`src/rtl/switch_pkg.sv`:
```
// Shared switch-conditioning constants, used by the debouncer and the mux/LED top.
package switch_pkg;

   localparam int unsigned SW_WIDTH                = 3;
   localparam int unsigned DEBOUNCE_CYCLES_DEFAULT = 50000;

   typedef enum logic {
      DB_IDLE  = 1'b0,
      DB_COUNT = 1'b1
   } db_state_e;

endpackage

```
`src/rtl/debounce_bit.sv`:
```
// One switch bit: 2-flop synchroniser, hold-time debounce counter, and
// registered level plus single-cycle rise/fall pulses.
module debounce_bit
   import switch_pkg::*;
#(
   parameter int unsigned DEBOUNCE_CYCLES = DEBOUNCE_CYCLES_DEFAULT
) (
   input  logic clk,
   input  logic rst_n,
   input  logic raw,
   output logic stable,
   output logic rise,
   output logic fall
);

   localparam int unsigned     CNT_W    = $clog2(DEBOUNCE_CYCLES + 1);
   localparam logic [CNT_W-1:0] CNT_LAST = CNT_W'(DEBOUNCE_CYCLES - 1);
   localparam logic [CNT_W-1:0] CNT_ONE  = CNT_W'(1);

   logic             sync1;
   logic             sync2;
   logic [CNT_W-1:0] cnt;
   db_state_e        state;

   // Only sync2 is ever compared; raw is never used combinationally.
   always_ff @(posedge clk or negedge rst_n) begin
      if (!rst_n) begin
         sync1  <= 1'b0;
         sync2  <= 1'b0;
         cnt    <= '0;
         state  <= DB_IDLE;
         stable <= 1'b0;
         rise   <= 1'b0;
         fall   <= 1'b0;
      end else begin
         sync1 <= raw;
         sync2 <= sync1;
         rise  <= 1'b0;
         fall  <= 1'b0;
         case (state)
            DB_IDLE: begin
               if (sync2 != stable) begin
                  if (cnt == CNT_LAST) begin
                     // Single-cycle hold time: accept on the first mismatch.
                     stable <= sync2;
                     rise   <= sync2;
                     fall   <= ~sync2;
                     cnt    <= '0;
                  end else begin
                     cnt   <= CNT_ONE;
                     state <= DB_COUNT;
                  end
               end
            end
            DB_COUNT: begin
               if (sync2 == stable) begin
                  cnt   <= '0;
                  state <= DB_IDLE;
               end else if (cnt == CNT_LAST) begin
                  stable <= sync2;
                  rise   <= sync2;
                  fall   <= ~sync2;
                  cnt    <= '0;
                  state  <= DB_IDLE;
               end else begin
                  cnt <= cnt + CNT_ONE;
               end
            end
            default: begin
               cnt   <= '0;
               state <= DB_IDLE;
            end
         endcase
      end
   end

endmodule

```
`src/rtl/switch_debounce.sv`:
```
// Conditions the raw slide switches: one debouncer per bit, plus a combined
// change strobe for downstream logic.
module switch_debounce
   import switch_pkg::*;
#(
   parameter int unsigned WIDTH           = SW_WIDTH,
   parameter int unsigned DEBOUNCE_CYCLES = DEBOUNCE_CYCLES_DEFAULT
) (
   input  logic             clk,
   input  logic             rst_n,
   input  logic [WIDTH-1:0] sw_raw,
   output logic [WIDTH-1:0] sw_stable,
   output logic [WIDTH-1:0] sw_rise,
   output logic [WIDTH-1:0] sw_fall,
   output logic             sw_changed
);

   for (genvar i = 0; i < int'(WIDTH); i++) begin : g_bit
      debounce_bit #(
         .DEBOUNCE_CYCLES (DEBOUNCE_CYCLES)
      ) u_debounce_bit (
         .clk    (clk),
         .rst_n  (rst_n),
         .raw    (sw_raw[i]),
         .stable (sw_stable[i]),
         .rise   (sw_rise[i]),
         .fall   (sw_fall[i])
      );
   end

   // Pulses are already registered, so this OR lines up with them exactly.
   assign sw_changed = |(sw_rise | sw_fall);

endmodule

```
`config.mk`:
```
export PLATFORM = sky130hd
export DESIGN_NAME = switch_debounce
export DESIGN_NICKNAME = d
export VERILOG_FILES = /design/src/rtl/switch_pkg.sv /design/src/rtl/debounce_bit.sv /design/src/rtl/switch_debounce.sv
export SDC_FILE = /design/constraint.sdc
export NUM_CORES = 1
export LEC_CHECK = 0
export BUFFER_PORTS_ARGS = -buffer_cell sky130_fd_sc_hd__buf_2
export CORE_ASPECT_RATIO = 0.7
export CORE_UTILIZATION = 50
export CTS_CLUSTER_SIZE = 16
export DETAILED_ROUTE_END_ITERATION = 10
export GPL_TIMING_DRIVEN = 0
export PLACE_DENSITY = 0.71
export SYNTH_ARGS = -nofsm -noshare
export SYNTH_HDL_FRONTEND = slang
export SYNTH_HIERARCHICAL = 1
export SYNTH_SLANG_ARGS = --single-unit
```
`constraint.sdc`:
```
create_clock -name clk -period 2.84 [get_ports clk]
set_input_delay 0.142 -clock clk [delete_from_list [all_inputs] [get_ports clk]]
set_output_delay 0.142 -clock clk [all_outputs]
set_load 0.02 [all_outputs]
```
==> results.txt, run 1 <==
WP buf/inv - 1
Initial Util - 52.9%
Avg Inst Size Synth - 9.85 um^2
Top delay family on crit path - simple AND/OR/NAND/NOR gates
Worst-Margin Slew - 0.814 ns
Total Die Area - 7660 um^2
Int Power - 1.53 mW
Drt initial violations - 236
RD Place Congestion - 0.913
Hold crit path type - register to register
Worst-Skew Late Latency - 0.33 ns
Distinct cells, synth - 56
Hold Path Origin - g_bit[0].u_debounce_bit/sync1
Clk pwr share - 38.2%
Fin cells - 499
Final wirelength - 8570 um
IO Port Bufs - 14
ANT cells - 0
Max incr delay on CP - 0.57 ns
RR Startpoint - g_bit[2].u_debounce_bit/cnt[11]
TritonCTS buffer count - 9
Die Span X - 104 um
Switching share of total power - 26.1%
Worst Setup Path Type - register to register
Gr usage total - 23.9%
Final Cycle Share - 79.4%
TNS Setup - 0 ns
Via count - 3215
Post-place setup slack - 0.606 ns
Hold slack final - 0.350 ns
Status - complete, no violations
Io pins - 15
Unrepaired setup endpoints after global routing - no
Area of the mapped netlist - 3660 um^2
WL met1 - 4090 um
Setup Buffers After CTS - 0
Highest Signal Layer - met4
Main synth FF type - dfrtp_1
Final min period - 2.25 ns
Worst Setup SP - g_bit[2].u_debounce_bit/cnt[11]
Skew final - 0.0101 ns
Die Y - 73.5 um
Clk slew on worst S/H paths - 0.07 ns
Area of the core - 6910 um^2
Req. time, crit path - 3.05 ns
Placed Cells - 479
Sequential power share - 52.6%
DRC - 0
CP endpoint kind - register
Post-layout net count - 408
Gate power share - 9.1%
Global-route wire length before repair - 14300 um
DR WL met3 - 529 um
H-tree Lvls - 3
Slowest cell on the critical path - or4b_4
GR Overflow Total - 0
Net Count, Synth - 379
CTS sink cnt - 66
Max-slew violations - 0
Warnings, synthesis - 6
TritonCTS clock tree - done
Largest net degree at the start of global routing - 67
Setup violators final - 0
Crit-path cells - or4b_4 -> nor4_4 -> buf_4 -> mux2_2
EDFF count, synth - 0
Vias in the first global route - 2888
DR vias/cell - 6.44
Clock Tree Buf Depth - 2
DP HPWL - 5770 um
Pwr Density - 507 nW/um^2
Setup crit start kind - register
Final Hold Viols - 0
Syn Inst Count - 371
Worst slew margin - 45.7%
Synthesis-to-finish area growth - 11.7%
DR pass1 iterations - 5
Register bit total from synthesis - 66
Worst Slack Setup Final - 0.585 ns
Met2 wire len - 3880 um
Asr flop ratio synth - 100%
Crit-path max FO - 10
VDD IR max - 0.248 mV
Seq/Total Area, Yosys - 45.2%
Drt wl/cell - 17.2 um
FP Rows - 25
MaxCap Viol Count - 0
Initial antenna violation count - 0
Crit path DAT - 2.47 ns
Share of cells above drive strength 1 - 17.0%
Antenna Nets Post-Route - 0
Pleak - 1.70 nW
Root Driver - clkbuf_8
Psw - 540 uW
Highest clock rate - 444 MHz
[power by group through the flow]
| stage | logic (mW) | clock network [mW] | registers, mW |
|---|---|---|---|
| floorplan | 0.131 | 0 | 1.08 |
| global placement | 0.175 | 0 | 1.09 |
| detailed placement | 0.185 | 0 | 1.10 |
| CTS | 0.189 | 0.816 | 1.09 |
| global route | 0.214 | 0.852 | 1.10 |
| finish | 0.189 | 0.792 | 1.09 |
[logic make-up after synthesis]
family	after synthesis	synth area share, %
buf+inv	33	4.59
fa+ha+maj	3	1.03
compound gates	92	17.7
simple gates	169	29.3
xor+xnor	3	0.719
flops	66	45.2
mux	5	1.47
[registers in the layout, indices dropped and copies added (netlist names)]
signal and count:
g_bit.u_debounce_bit/cnt 48, g_bit.u_debounce_bit/stable 3, g_bit.u_debounce_bit/rise 3, g_bit.u_debounce_bit/sync2 3, g_bit.u_debounce_bit/sync1 3, g_bit.u_debounce_bit/state 3
g_bit.u_debounce_bit/fall 3
[final timing paths]
| check | to | slack (ns) | cells past startpoint |
|---|---|---|---|
| worst max-delay path | g_bit[2].u_debounce_bit/stable | 0.59 | 4 |
| worst max register to register | g_bit[2].u_debounce_bit/stable | 0.59 | 4 |
| max in group asynchronous | g_bit[0].u_debounce_bit/cnt[14] | 1.86 | 2 |
| worst min register to register | g_bit[0].u_debounce_bit/sync2 | 0.35 | 0 |
| min in group asynchronous | g_bit[2].u_debounce_bit/cnt[1] | 0.45 | 2 |
| worst min-delay path | g_bit[0].u_debounce_bit/sync2 | 0.35 | 0 |
[per-layer routing]
| layer | GRT usage (%) | vias up |
|---|---|---|
| met5 | 0 | - |
| met4 | 8.25 | 0 |
| met3 | 5.77 | 8 |
| met2 | 35.4 | 101 |
| met1 | 34.5 | 1589 |
| li1 | - | 1517 |
[synthesized netlist by cell type (5+ instances only)]
library cell   n  area share, %
a21oi_1        9            1.2
a22o_1         6            1.4
a31oi_1       38            6.5
and2_1         6            1.0
and3_1         8            1.4
and4_1         5            1.2
buf_2          8            1.1
buf_4          7            1.4
clkbuf_1       9           0.92
dfrtp_1       66             45
inv_1          8           0.82
nand2_1       21            2.2
nand3_1       34            4.7
nand4_1       13            2.2
nand4_2        6            2.1
nor2_1        14            1.4
nor3_1         8            1.1
nor3b_1        9            1.8
nor4_1         7            1.2
o21a_1         5            1.0
o22ai_1        6            1.0
[final cells by class]
type | count | area (um^2)
clock inverters | 2 | 35.0
clock buffers | 14 | 163
plain buffers | 25 | 138
fillers | 594 | 2830
well taps | 94 | 118
flip-flops and latches | 66 | 1650
inverters | 8 | 30.0
multi-input cells | 272 | 1840
repair buffers | 18 | 113
[through the flow]
stage	cell area, um^2	util, %	power (mW)
after floorplan	3660	-	1.21
after CTS	4080	59.1	2.09
after global routing	4080	59.1	2.17
after global placement	3840	55.6	1.27
final	4080	59.1	2.07
after detailed placement	3850	55.6	1.29
[what timing repair did]
| action | in CTS | in global routing |
|---|---|---|
| hold buffers | 4 | 0 |
| endpoints found under the hold margin | 69 | 0 |
| resized for setup | 0 | 0 |
[layout by cell type, fill, tap and decap left out, types with 5 or more instances in the layout]
master    instances
inv_1             8
and4_1            5
nor4_1            7
buf_2            21
nand4_2           6
nand4_1          13
a22o_1            6
a31oi_1          38
clkbuf_8         11
a21oi_1           9
buf_4             8
o21a_1            5
and3_1            8
dfrtp_1          66
and2_1            6
nand3_1          34
o22ai_1           6
nor3b_1           9
nand2_1          21
clkbuf_1         12
nor2_1           14
nor3_1            8
(Power assumes the default switching activity.)
==> run 2, diff against run 1 <==
--- a/config.mk
+++ b/config.mk
@@ -11,7 +11,7 @@
 export CTS_CLUSTER_SIZE = 16
 export DETAILED_ROUTE_END_ITERATION = 10
 export GPL_TIMING_DRIVEN = 0
-export PLACE_DENSITY = 0.71
+export PLACE_DENSITY = 0.73
 export SYNTH_ARGS = -nofsm -noshare
 export SYNTH_HDL_FRONTEND = slang
 export SYNTH_HIERARCHICAL = 1
==> constraint.sdc (replaced) <==
create_clock -name clk -period 1.8 [get_ports clk]
set_input_delay 0.09 -clock clk [delete_from_list [all_inputs] [get_ports clk]]
set_output_delay 0.09 -clock clk [all_outputs]
set_load 0.02 [all_outputs]
==> run 2 against run 1 <==
Compared with the run above: the run now ends with setup timing left; cell count increased by 4.8%; total power increased by 79%; highest routed layer unchanged; clock power increased by 110%.
==> results.txt, run 2 (synthesis gave the netlist of run 1 again) <==
Final min period - 1.98 ns (-0.270 ns)
H-tree Lvls - 3 (unchanged)
Most common cell after layout, fill and taps aside - dfrtp_1
MaxCap Viol Count - 0 (unchanged)
Cell count of the worst hold path - 0 (unchanged)
Max reg flops - 48 (unchanged)
Hold Path Origin - g_bit[0].u_debounce_bit/sync1
Worst slew margin - 45.6% (-0.085 points)
Global-route wire length before repair - 14800 um (+3.4%)
Setup violators final - 18 (+18)
Crit-path max FO - 9 (-1)
Req. time, crit path - 2.02 ns (-1.03 ns)
Total Die Area - 7660 um^2 (unchanged)
WP buf/inv - 2 (+1)
Sequential power share - 46.3% (-6.3 points)
Worst-Skew Late Latency - 0.34 ns (about the same)
Worst Slack Setup Final - -0.184 ns (-0.770 ns)
TritonCTS buffer count - 9 (unchanged)
Die Span X - 104 um (unchanged)
Slowest cell on the critical path - or4b_4
Hold crit path type - register to register
DRC - 0 (unchanged)
Synthesis-to-finish area growth - 23.8%
Post-layout net count - 432 (+5.9%)
Io pins - 15 (unchanged)
Gate power share - 9.3% (+0.2 points)
Setup crit start kind - register
DP HPWL - 5550 um (-3.9%)
Int Power - 2.79 mW (+82%)
Skew final - 0.00482 ns (-0.00531 ns)
VDD IR max - 0.486 mV (+96%)
RD Place Congestion - 0.897 (-1.8%)
Initial antenna violation count - 0 (unchanged)
Antenna Nets Post-Route - 0 (unchanged)
Crit path depth - 5 (+1)
TritonCTS clock tree - done
Worst Reg2Reg Path Length in Cells - 5 (+1)
RR Startpoint - g_bit[2].u_debounce_bit/cnt[13]
TNS Setup - -2.25 ns (-2.25 ns)
DR pass1 iterations - 5 (unchanged)
Worst-Margin Slew - 0.815 ns (+0.00128 ns)
GR Overflow Total - 0 (unchanged)
Max-slew violations - 0 (unchanged)
Clk pwr share - 44.4% (+6.2 points)
Vias in the first global route - 3001 (+3.9%)
IO Port Bufs - 14 (unchanged)
ANT cells - 0 (unchanged)
FP Rows - 25 (unchanged)
Top delay family on crit path - simple AND/OR/NAND/NOR gates
Switching share of total power - 24.7% (-1.4 points)
Drt wl/cell - 17.7 um (+2.9%)
Pleak - 1.91 nW (+12%)
R2R setup slack - -0.18 ns (-0.77 ns)
Clk slew on worst S/H paths - 0.07 ns (about the same)
Worst Setup Path Type - register to register
Area of the core - 6910 um^2 (unchanged)
Drt initial violations - 249 (+5.5%)
Psw - 913 uW (+69%)
Final wirelength - 9250 um (+7.9%)
RR Endpoint - g_bit[2].u_debounce_bit/stable
CTS sink cnt - 66 (unchanged)
Commonest cells after routing, fill and taps aside - dfrtp_1, a31oi_1, nand3_1
CP endpoint kind - register
Share of cells above drive strength 1 - 27.7% (+11 points)
Unrepaired setup endpoints after global routing - yes
Max incr delay on CP - 0.55 ns (-0.02 ns)
Crit path DAT - 2.21 ns (-0.26 ns)
Largest net degree at the start of global routing - 67 (unchanged)
Status - complete, but fails checks
Final Hold Viols - 0 (unchanged)
Final instance area - 4530 um^2 (+11%)
Die Y - 73.5 um (unchanged)
Final Cycle Share - 110% (+31 points)
Total power - 3.70 mW (+79%)
Failing checks - setup timing
Pwr Density - 817 nW/um^2 (+61%)
Clock Tree Buf Depth - 2 (unchanged)
Via count - 3352 (+4.3%)
Initial Util - 52.9% (unchanged)
Gr usage total - 24.9% (+1.0 points)
Crit-path cells - or4b_4 -> nor4_4 -> buf_4 -> buf_8 -> mux2_4
Root Driver - clkbuf_8
Highest clock rate - 504 MHz (+14%)
Placed instance area - 3850 um^2 (+0.20%)
DR vias/cell - 6.41 (-0.52%)
Worst hold path endpoint - g_bit[0].u_debounce_bit/sync2
Top reg by flops - g_bit.u_debounce_bit/cnt
## run 2: stage by stage
stage | instances | setup WS [ns] | hold WS [ns] | utilization (%)
6_report | 523 | -0.184 | 0.360 | 65.5
3_3_place_gp | 479 | -0.382 | 0.202 | 55.7
4_1_cts | 508 | -0.165 | 0.363 | 62.3
3_5_place_dp | 479 | -0.394 | 0.201 | 55.7
5_1_grt | 523 | -0.246 | 0.364 | 65.5
2_1_floorplan | 371 | -0.237 | -0.206 | -
## run 2: worst max path at each step
| stage | endpoint | slack, ns | from |
|---|---|---|---|
| after floorplan | g_bit[2].u_debounce_bit/stable | -0.24 | g_bit[2].u_debounce_bit/cnt[13] |
| after global placement | g_bit[2].u_debounce_bit/stable | -0.38 | g_bit[2].u_debounce_bit/cnt[11] |
| after detailed placement | g_bit[2].u_debounce_bit/stable | -0.39 | g_bit[2].u_debounce_bit/cnt[11] |
| after CTS | g_bit[2].u_debounce_bit/cnt[6] | -0.17 | g_bit[2].u_debounce_bit/cnt[11] |
| after global routing | g_bit[2].u_debounce_bit/stable | -0.25 | g_bit[2].u_debounce_bit/cnt[13] |
| final | g_bit[2].u_debounce_bit/stable | -0.18 | g_bit[2].u_debounce_bit/cnt[13] |
## run 2: layout make-up
class                   count  area, um^2
clock inverters             7         141
well taps                  94         118
multi-input cells         273        1960
inverters                   8        30.0
clock buffers               9         124
fillers                   544        2390
repair buffers             41         310
flip-flops and latches     66        1660
plain buffers              25         180
## run 2: power groups by stage
stage / combinational (mW) / sequential [mW] / clock (mW)
after detailed placement: 0.284 / 1.73 / 0
after floorplan: 0.207 / 1.70 / 0
after CTS: 0.304 / 1.70 / 1.68
after global routing: 0.379 / 1.73 / 1.76
after global placement: 0.276 / 1.73 / 0
final: 0.344 / 1.71 / 1.64
## run 2: per-layer routing
| metal | part of all wire, % | global-route usage [%] | vias up |
|---|---|---|---|
| li1 | - | - | 1565 |
| met4 | 1.1 | 9.52 | 0 |
| met2 | 44 | 36.5 | 167 |
| met3 | 8.1 | 6.83 | 12 |
| met5 | 0 | 0 | - |
| met1 | 47 | 35.4 | 1608 |
## run 2: what timing repair did
item | 4_1_cts | 5_1_grt
resized for setup | 21 | 25
cloned | 1 | 2
setup endpoints to repair | 52 | 53
pin swaps | 9 | 2
hold endpoints to repair | 69 | 0
setup buffers | 8 | 13
hold buffers | 4 | 0
